===== src/rtl/plot_arb_pkg.sv =====
// Shared types and screen constants for the plot arbiter.
package plot_arb_pkg;

  typedef enum logic [1:0] {
    IDLE  = 2'd0,
    CLEAR = 2'd1,
    SERVE = 2'd2
  } state_t;

  localparam int NUM_REQ_DEF  = 4;
  localparam int X_W_DEF      = 8;
  localparam int Y_W_DEF      = 7;
  localparam int COLOUR_W_DEF = 3;
  localparam int X_MAX_DEF    = 159;
  localparam int Y_MAX_DEF    = 119;
  localparam logic [COLOUR_W_DEF-1:0] BG_COLOUR_DEF = 3'b000;
  localparam int STAT_W       = 16;

endpackage


===== src/rtl/plot_arbiter_rr_arbiter.sv =====
// Round-robin grant: first valid index at or after ptr, wrapping modulo NUM_REQ.
module rr_arbiter #(
  parameter int NUM_REQ = 4,
  parameter int PTR_W   = 2
) (
  input  logic [NUM_REQ-1:0] valid,
  input  logic [PTR_W-1:0]   ptr,
  input  logic               advance,
  output logic [NUM_REQ-1:0] grant,
  output logic [PTR_W-1:0]   next_ptr
);

  logic [PTR_W-1:0] idx;
  logic             found;

  always_comb begin
    grant    = '0;
    next_ptr = ptr;
    found    = 1'b0;
    idx      = '0;
    for (int k = 0; k < NUM_REQ; k++) begin
      idx = PTR_W'((int'(ptr) + k) % NUM_REQ);
      if (advance && !found && valid[idx]) begin
        found      = 1'b1;
        grant[idx] = 1'b1;
        next_ptr   = PTR_W'((int'(idx) + 1) % NUM_REQ);
      end
    end
  end

endmodule


===== src/rtl/plot_arbiter.sv =====
// Shares the vga_adapter plot port: per-frame background sweep, then round-robin sprite pixels.
// Define PLOT_ARBITER_STATS_EN to add drop_count / overrun_count saturating counters.
//
// state | meaning
// IDLE  | waiting for the first frame_tick, no plotting
// CLEAR | sweeping every pixel to BG_COLOUR, one per cycle
// SERVE | granting requester pixels round-robin until the next frame_tick
module plot_arbiter
  import plot_arb_pkg::*;
#(
  parameter int NUM_REQ  = NUM_REQ_DEF,
  parameter int X_W      = X_W_DEF,
  parameter int Y_W      = Y_W_DEF,
  parameter int COLOUR_W = COLOUR_W_DEF,
  parameter int X_MAX    = X_MAX_DEF,
  parameter int Y_MAX    = Y_MAX_DEF,
  parameter logic [COLOUR_W-1:0] BG_COLOUR = BG_COLOUR_DEF
) (
  input  logic                         clock,
  input  logic                         reset,
  input  logic                         frame_tick,
  input  logic [NUM_REQ-1:0]           req_valid,
  input  logic [NUM_REQ*X_W-1:0]       req_x,
  input  logic [NUM_REQ*Y_W-1:0]       req_y,
  input  logic [NUM_REQ*COLOUR_W-1:0]  req_colour,
  output logic [NUM_REQ-1:0]           req_ready,
  output logic [X_W-1:0]               x,
  output logic [Y_W-1:0]               y,
  output logic [COLOUR_W-1:0]          colour,
  output logic                         plot,
  output logic                         busy
`ifdef PLOT_ARBITER_STATS_EN
  ,
  output logic [STAT_W-1:0]            drop_count,
  output logic [STAT_W-1:0]            overrun_count
`endif
);

  localparam int PTR_W = (NUM_REQ > 1) ? $clog2(NUM_REQ) : 1;

  state_t               state_q, state_d;
  logic [X_W-1:0]       sweep_x_q, sweep_x_d;
  logic [Y_W-1:0]       sweep_y_q, sweep_y_d;
  logic [X_W-1:0]       x_d;
  logic [Y_W-1:0]       y_d;
  logic [COLOUR_W-1:0]  colour_d;
  logic                 plot_d;
  logic [PTR_W-1:0]     ptr_q, ptr_next;
  logic [NUM_REQ-1:0]   grant;
  logic                 grant_en, transfer, in_range;
  logic [X_W-1:0]       sel_x;
  logic [Y_W-1:0]       sel_y;
  logic [COLOUR_W-1:0]  sel_colour;

  // The tick cycle in SERVE issues no grant so the pointer cannot move under a frame restart.
  assign grant_en = (state_q == SERVE) && !frame_tick;

  rr_arbiter #(
    .NUM_REQ (NUM_REQ),
    .PTR_W   (PTR_W)
  ) u_rr_arbiter (
    .valid    (req_valid),
    .ptr      (ptr_q),
    .advance  (grant_en),
    .grant    (grant),
    .next_ptr (ptr_next)
  );

  assign req_ready = grant;
  assign transfer  = |grant;
  assign busy      = (state_q == CLEAR);

  always_comb begin
    sel_x      = '0;
    sel_y      = '0;
    sel_colour = '0;
    for (int i = 0; i < NUM_REQ; i++) begin
      if (grant[i]) begin
        sel_x      = req_x[i*X_W +: X_W];
        sel_y      = req_y[i*Y_W +: Y_W];
        sel_colour = req_colour[i*COLOUR_W +: COLOUR_W];
      end
    end
  end

  assign in_range = (sel_x <= X_W'(X_MAX)) && (sel_y <= Y_W'(Y_MAX));

  always_comb begin
    state_d   = state_q;
    sweep_x_d = sweep_x_q;
    sweep_y_d = sweep_y_q;
    x_d       = x;
    y_d       = y;
    colour_d  = colour;
    plot_d    = 1'b0;
    case (state_q)
      IDLE: begin
        if (frame_tick) begin
          state_d   = CLEAR;
          sweep_x_d = '0;
          sweep_y_d = '0;
        end
      end
      CLEAR: begin
        x_d      = sweep_x_q;
        y_d      = sweep_y_q;
        colour_d = BG_COLOUR;
        plot_d   = 1'b1;
        if (sweep_x_q == X_W'(X_MAX)) begin
          sweep_x_d = '0;
          if (sweep_y_q == Y_W'(Y_MAX)) begin
            sweep_y_d = '0;
            state_d   = SERVE;
          end else begin
            sweep_y_d = sweep_y_q + 1'b1;
          end
        end else begin
          sweep_x_d = sweep_x_q + 1'b1;
        end
      end
      SERVE: begin
        if (frame_tick) begin
          state_d   = CLEAR;
          sweep_x_d = '0;
          sweep_y_d = '0;
        end else if (transfer && in_range) begin
          x_d      = sel_x;
          y_d      = sel_y;
          colour_d = sel_colour;
          plot_d   = 1'b1;
        end
      end
      default: state_d = IDLE;
    endcase
  end

  always_ff @(posedge clock) begin
    if (reset) begin
      state_q   <= IDLE;
      sweep_x_q <= '0;
      sweep_y_q <= '0;
      ptr_q     <= '0;
      x         <= '0;
      y         <= '0;
      colour    <= '0;
      plot      <= 1'b0;
    end else begin
      state_q   <= state_d;
      sweep_x_q <= sweep_x_d;
      sweep_y_q <= sweep_y_d;
      ptr_q     <= ptr_next;
      x         <= x_d;
      y         <= y_d;
      colour    <= colour_d;
      plot      <= plot_d;
    end
  end

`ifdef PLOT_ARBITER_STATS_EN
  always_ff @(posedge clock) begin
    if (reset) begin
      drop_count    <= '0;
      overrun_count <= '0;
    end else begin
      if (transfer && !in_range && (drop_count != '1))
        drop_count <= drop_count + 1'b1;
      if (frame_tick && (state_q == CLEAR) && (overrun_count != '1))
        overrun_count <= overrun_count + 1'b1;
    end
  end
`endif

endmodule

===== config.mk =====
export PLATFORM = sky130hd
export DESIGN_NAME = plot_arbiter
export DESIGN_NICKNAME = d
export VERILOG_FILES = /design/src/rtl/plot_arb_pkg.sv /design/src/rtl/plot_arbiter_rr_arbiter.sv /design/src/rtl/plot_arbiter.sv
export SDC_FILE = /design/constraint.sdc
export NUM_CORES = 1
export LEC_CHECK = 0
export CORE_ASPECT_RATIO = 1.4
export CORE_MARGIN = 2
export CORE_UTILIZATION = 40
export CTS_BUF_LIST = sky130_fd_sc_hd__clkbuf_2
export DETAILED_ROUTE_END_ITERATION = 8
export GPL_ROUTABILITY_DRIVEN = 1
export PLACE_DENSITY = 0.82
export SYNTH_ARGS = -nofsm -noshare
export SYNTH_HDL_FRONTEND = slang
export SYNTH_HIERARCHICAL = 1
export SYNTH_SLANG_ARGS = --single-unit

===== constraint.sdc =====
create_clock -name clock -period 8.4 [get_ports clock]
set_input_delay 1.68 -clock clock [delete_from_list [all_inputs] [get_ports clock]]
set_output_delay 1.68 -clock clock [all_outputs]
set_load 0.01 [all_outputs]

==> flow_summary.json <==
{
  "routabilityCongestion": 0.881,
  "worstPathRequired_ps": 6720,
  "ys_ff_latch": 38,
  "final_cell_mix": "102 x clkdlybuf4s50_1, 38 x dfxtp_1, 30 x nor2_1, 27 x a21oi_1, 21 x a22oi_1",
  "num_vias": 2977,
  "grt_pass1_wl_microns": 14500,
  "die-area_sq_um": 8130,
  "rows": 37,
  "rr_startpoint": "ptr_q[0]$_SDFF_PP0_",
  "post-cts-setup-buffer-count": 0,
  "syn_area_sq_um": 2970,
  "crit_arrival_ps": 4720,
  "setup_violations": 0,
  "tightest_slew_ps": 826,
  "clock_skew_ps": 30.4,
  "crit_path_end": "req_ready[2]",
  "core_area_sq_um": 7270,
  "cp-end-kind": "output pin",
  "ys_seq_area_frac": 0.256,
  "syn_inst": 342,
  "ant_nets": 0,
  "fin_crit_ps": 6400,
  "dp_hpwl_microns": 6740,
  "r2r_slack_ps": 3590,
  "r2r-end": "y[5]$_SDFFE_PP0P_",
  "crit_path_start": "req_valid[2]",
  "synth.area.top_cells": "dfxtp_1 26%, mux2i_1 6.1%, ha_1 5.5%",
  "hold-worst-slack_ps": 480,
  "clockBufferDepth": 2,
  "die_x_microns": 76.8,
  "final_max_slew_viol_count": 0,
  "synthFlopType": "dfxtp_1",
  "ios": 103,
  "fin_crit_sh": 0.761,
  "io_buffers": 102,
  "finalInstanceArea_sq_um": 4070,
  "outcome": "complete, no violations",
  "rsz0062_at_grt": "no",
  "clk_pin_slew_ps": 190,
  "seq_area_sq_um": 761,
  "hold_viol_final": 0,
  "insertion_delay_ps": 410,
  "min_path_type": "register to register",
  "async_flop_share": 0,
  "cts_sinks": 38,
  "drive_gt1_frac": 0.104,
  "crit_fanout": 10,
  "fillers": 680,
  "drt_iter0_markers": 165,
  "max_freq_mhz": 156,
  "peakVddDrop_uv": 56.4,
  "synthToLayoutAreaGrowth_pct": 37.1,
  "worst_setup_path_start_kind": "primary input",
  "chipHeight_microns": 106,
  "totalWireLength_microns": 8750,
  "cts_hold_buf": 0,
  "max-cap-violations": 0,
  "wl_per_cell_microns": 16.5,
  "max_slew_margin": 0.443,
  "grt_antenna_before_repair": 0,
  "firstDrtPassIters": 4,
  "grt_max_degree": 53,
  "htreeDepth": 2,
  "yosys_warnings": 6,
  "synth_edf_count": 0,
  "reg2reg_depth": 12,
  "syn-num-nets": 434,
  "drc": 0,
  "fin_setup_tns_ps": 0,
  "p_leak_nw": 1.42,
  "grt_overflow": 0,
  "ys_types": 66,
  "avgSynthCellArea_sq_um": 8.67,
  "initial_core_util": 0.408,
  "first_global_vias": 2978,
  "cts_resized": 0,
  "p_per_area_nw_per_um2": 93.0,
  "yosysTopAreaCellShare": 0.256,
  "multi_input_area_sq_um": 2050,
  "cts_tree": "yes",
  "dpl-instance-area_sq_um": 4000,
  "grt_usage": 0.216,
  "numCtsBuffers": 5,
  "finalNetCount": 525,
  "antenna_cells": 0,
  "ctsRootBufferMaster": "clkbuf_2",
  "avgViaCountPerCell": 5.61,
  "critical_path_class": "primary input to output pin",
  "final_common_cell": "clkdlybuf4s50_1",
  "synth_top_area_cell": "dfxtp_1"
}
==> through the flow <==
stage          total power, mW  std cells  worst slack, ps   util
2_1_floorplan            0.222        342             3390      -
3_3_place_gp             0.266        523             2140  0.551
3_5_place_dp             0.267        523             2050  0.551
4_1_cts                  0.379        531             2050  0.560
5_1_grt                  0.395        531             1840  0.560
6_report                 0.378        531             2000  0.560
==> cells by family (layout without fill, tap and decap cells) <==
kind of cell               Yosys count  after routing  share of synthesized area
AOI/OAI and AO/OA                  113            113                      0.266
buffers and inverters               29            121                     0.0536
DFF                                 38             38                      0.256
muxes                               34             34                      0.148
xor gates and xnor gates             3              3                    0.00886
adders and majority gates           13             13                     0.0548
and+or+nand+nor                    112            112                      0.213
==> worst min path at each step <==
stage / from / end / slack (ps) / cells after the start
floorplan: sweep_y_q[5]$_SDFFE_PP0P_ / sweep_y_q[5]$_SDFFE_PP0P_ / 470 / 2
global placement: colour[2]$_SDFFE_PP0P_ / colour[2]$_SDFFE_PP0P_ / 450 / 2
detailed placement: colour[2]$_SDFFE_PP0P_ / colour[2]$_SDFFE_PP0P_ / 460 / 2
CTS: colour[2]$_SDFFE_PP0P_ / colour[2]$_SDFFE_PP0P_ / 480 / 2
global route: colour[2]$_SDFFE_PP0P_ / colour[2]$_SDFFE_PP0P_ / 510 / 2
finish: colour[2]$_SDFFE_PP0P_ / colour[2]$_SDFFE_PP0P_ / 480 / 2
==> registers in the layout, summed over array words and instances (netlist names) <==
name,count
sweep_y_q,7
plot,1
x,8
ptr_q,2
colour,3
y,7
state_q,2
sweep_x_q,8
==> layout make-up <==
| class | count | share of cell area |
|---|---|---|
| clock buffers | 5 | 0.00615 |
| clock inverters | 3 | 0.00984 |
| inverters | 8 | 0.00738 |
| multi-input cells | 275 | 0.503 |
| flip-flops and latches | 38 | 0.187 |
| well taps | 97 | 0.0298 |
| repair buffers | 105 | 0.257 |
==> cell usage after synthesis (5+ instances only) <==
cell / n
o22ai_1: 15
ha_1: 13
nor2b_1: 19
inv_1: 7
o21ai_1: 5
a21oi_1: 27
dfxtp_1: 38
nor2_1: 30
clkbuf_1: 10
mux2i_1: 18
nand2b_1: 6
o21ai_0: 13
a22oi_1: 21
mux2_4: 7
nand3_1: 7
mux2_2: 5
nand2_1: 14
==> routing by layer <==
layer  up-vias  part of all wire  global-route usage  wire [microns]
met5         -                 0                   0               0
met4         0             0.014              0.0558             121
met3        10             0.056              0.0407             487
met2        92              0.51               0.395            4500
met1      1406              0.42               0.256            3650
li1       1469                 -                   -               -
==> critical path, cell delays in order <==
cell and delay, ps:
clkdlybuf4s50_1 450, mux4_1 760, nor2b_1 330, a22oi_1 110
o21ai_0 680, clkdlybuf4s50_1 700
==> where the power goes <==
| group | total (mW) | leakage [nW] | switching [mW] | internal, mW |
|---|---|---|---|---|
| Sequential | 0.183 | 0.306 | 0.00119 | 0.182 |
| Combinational | 0.0812 | 1.07 | 0.0351 | 0.0461 |
| Clock | 0.114 | 0.0427 | 0.0646 | 0.0494 |
(Power assumes the default switching activity.)
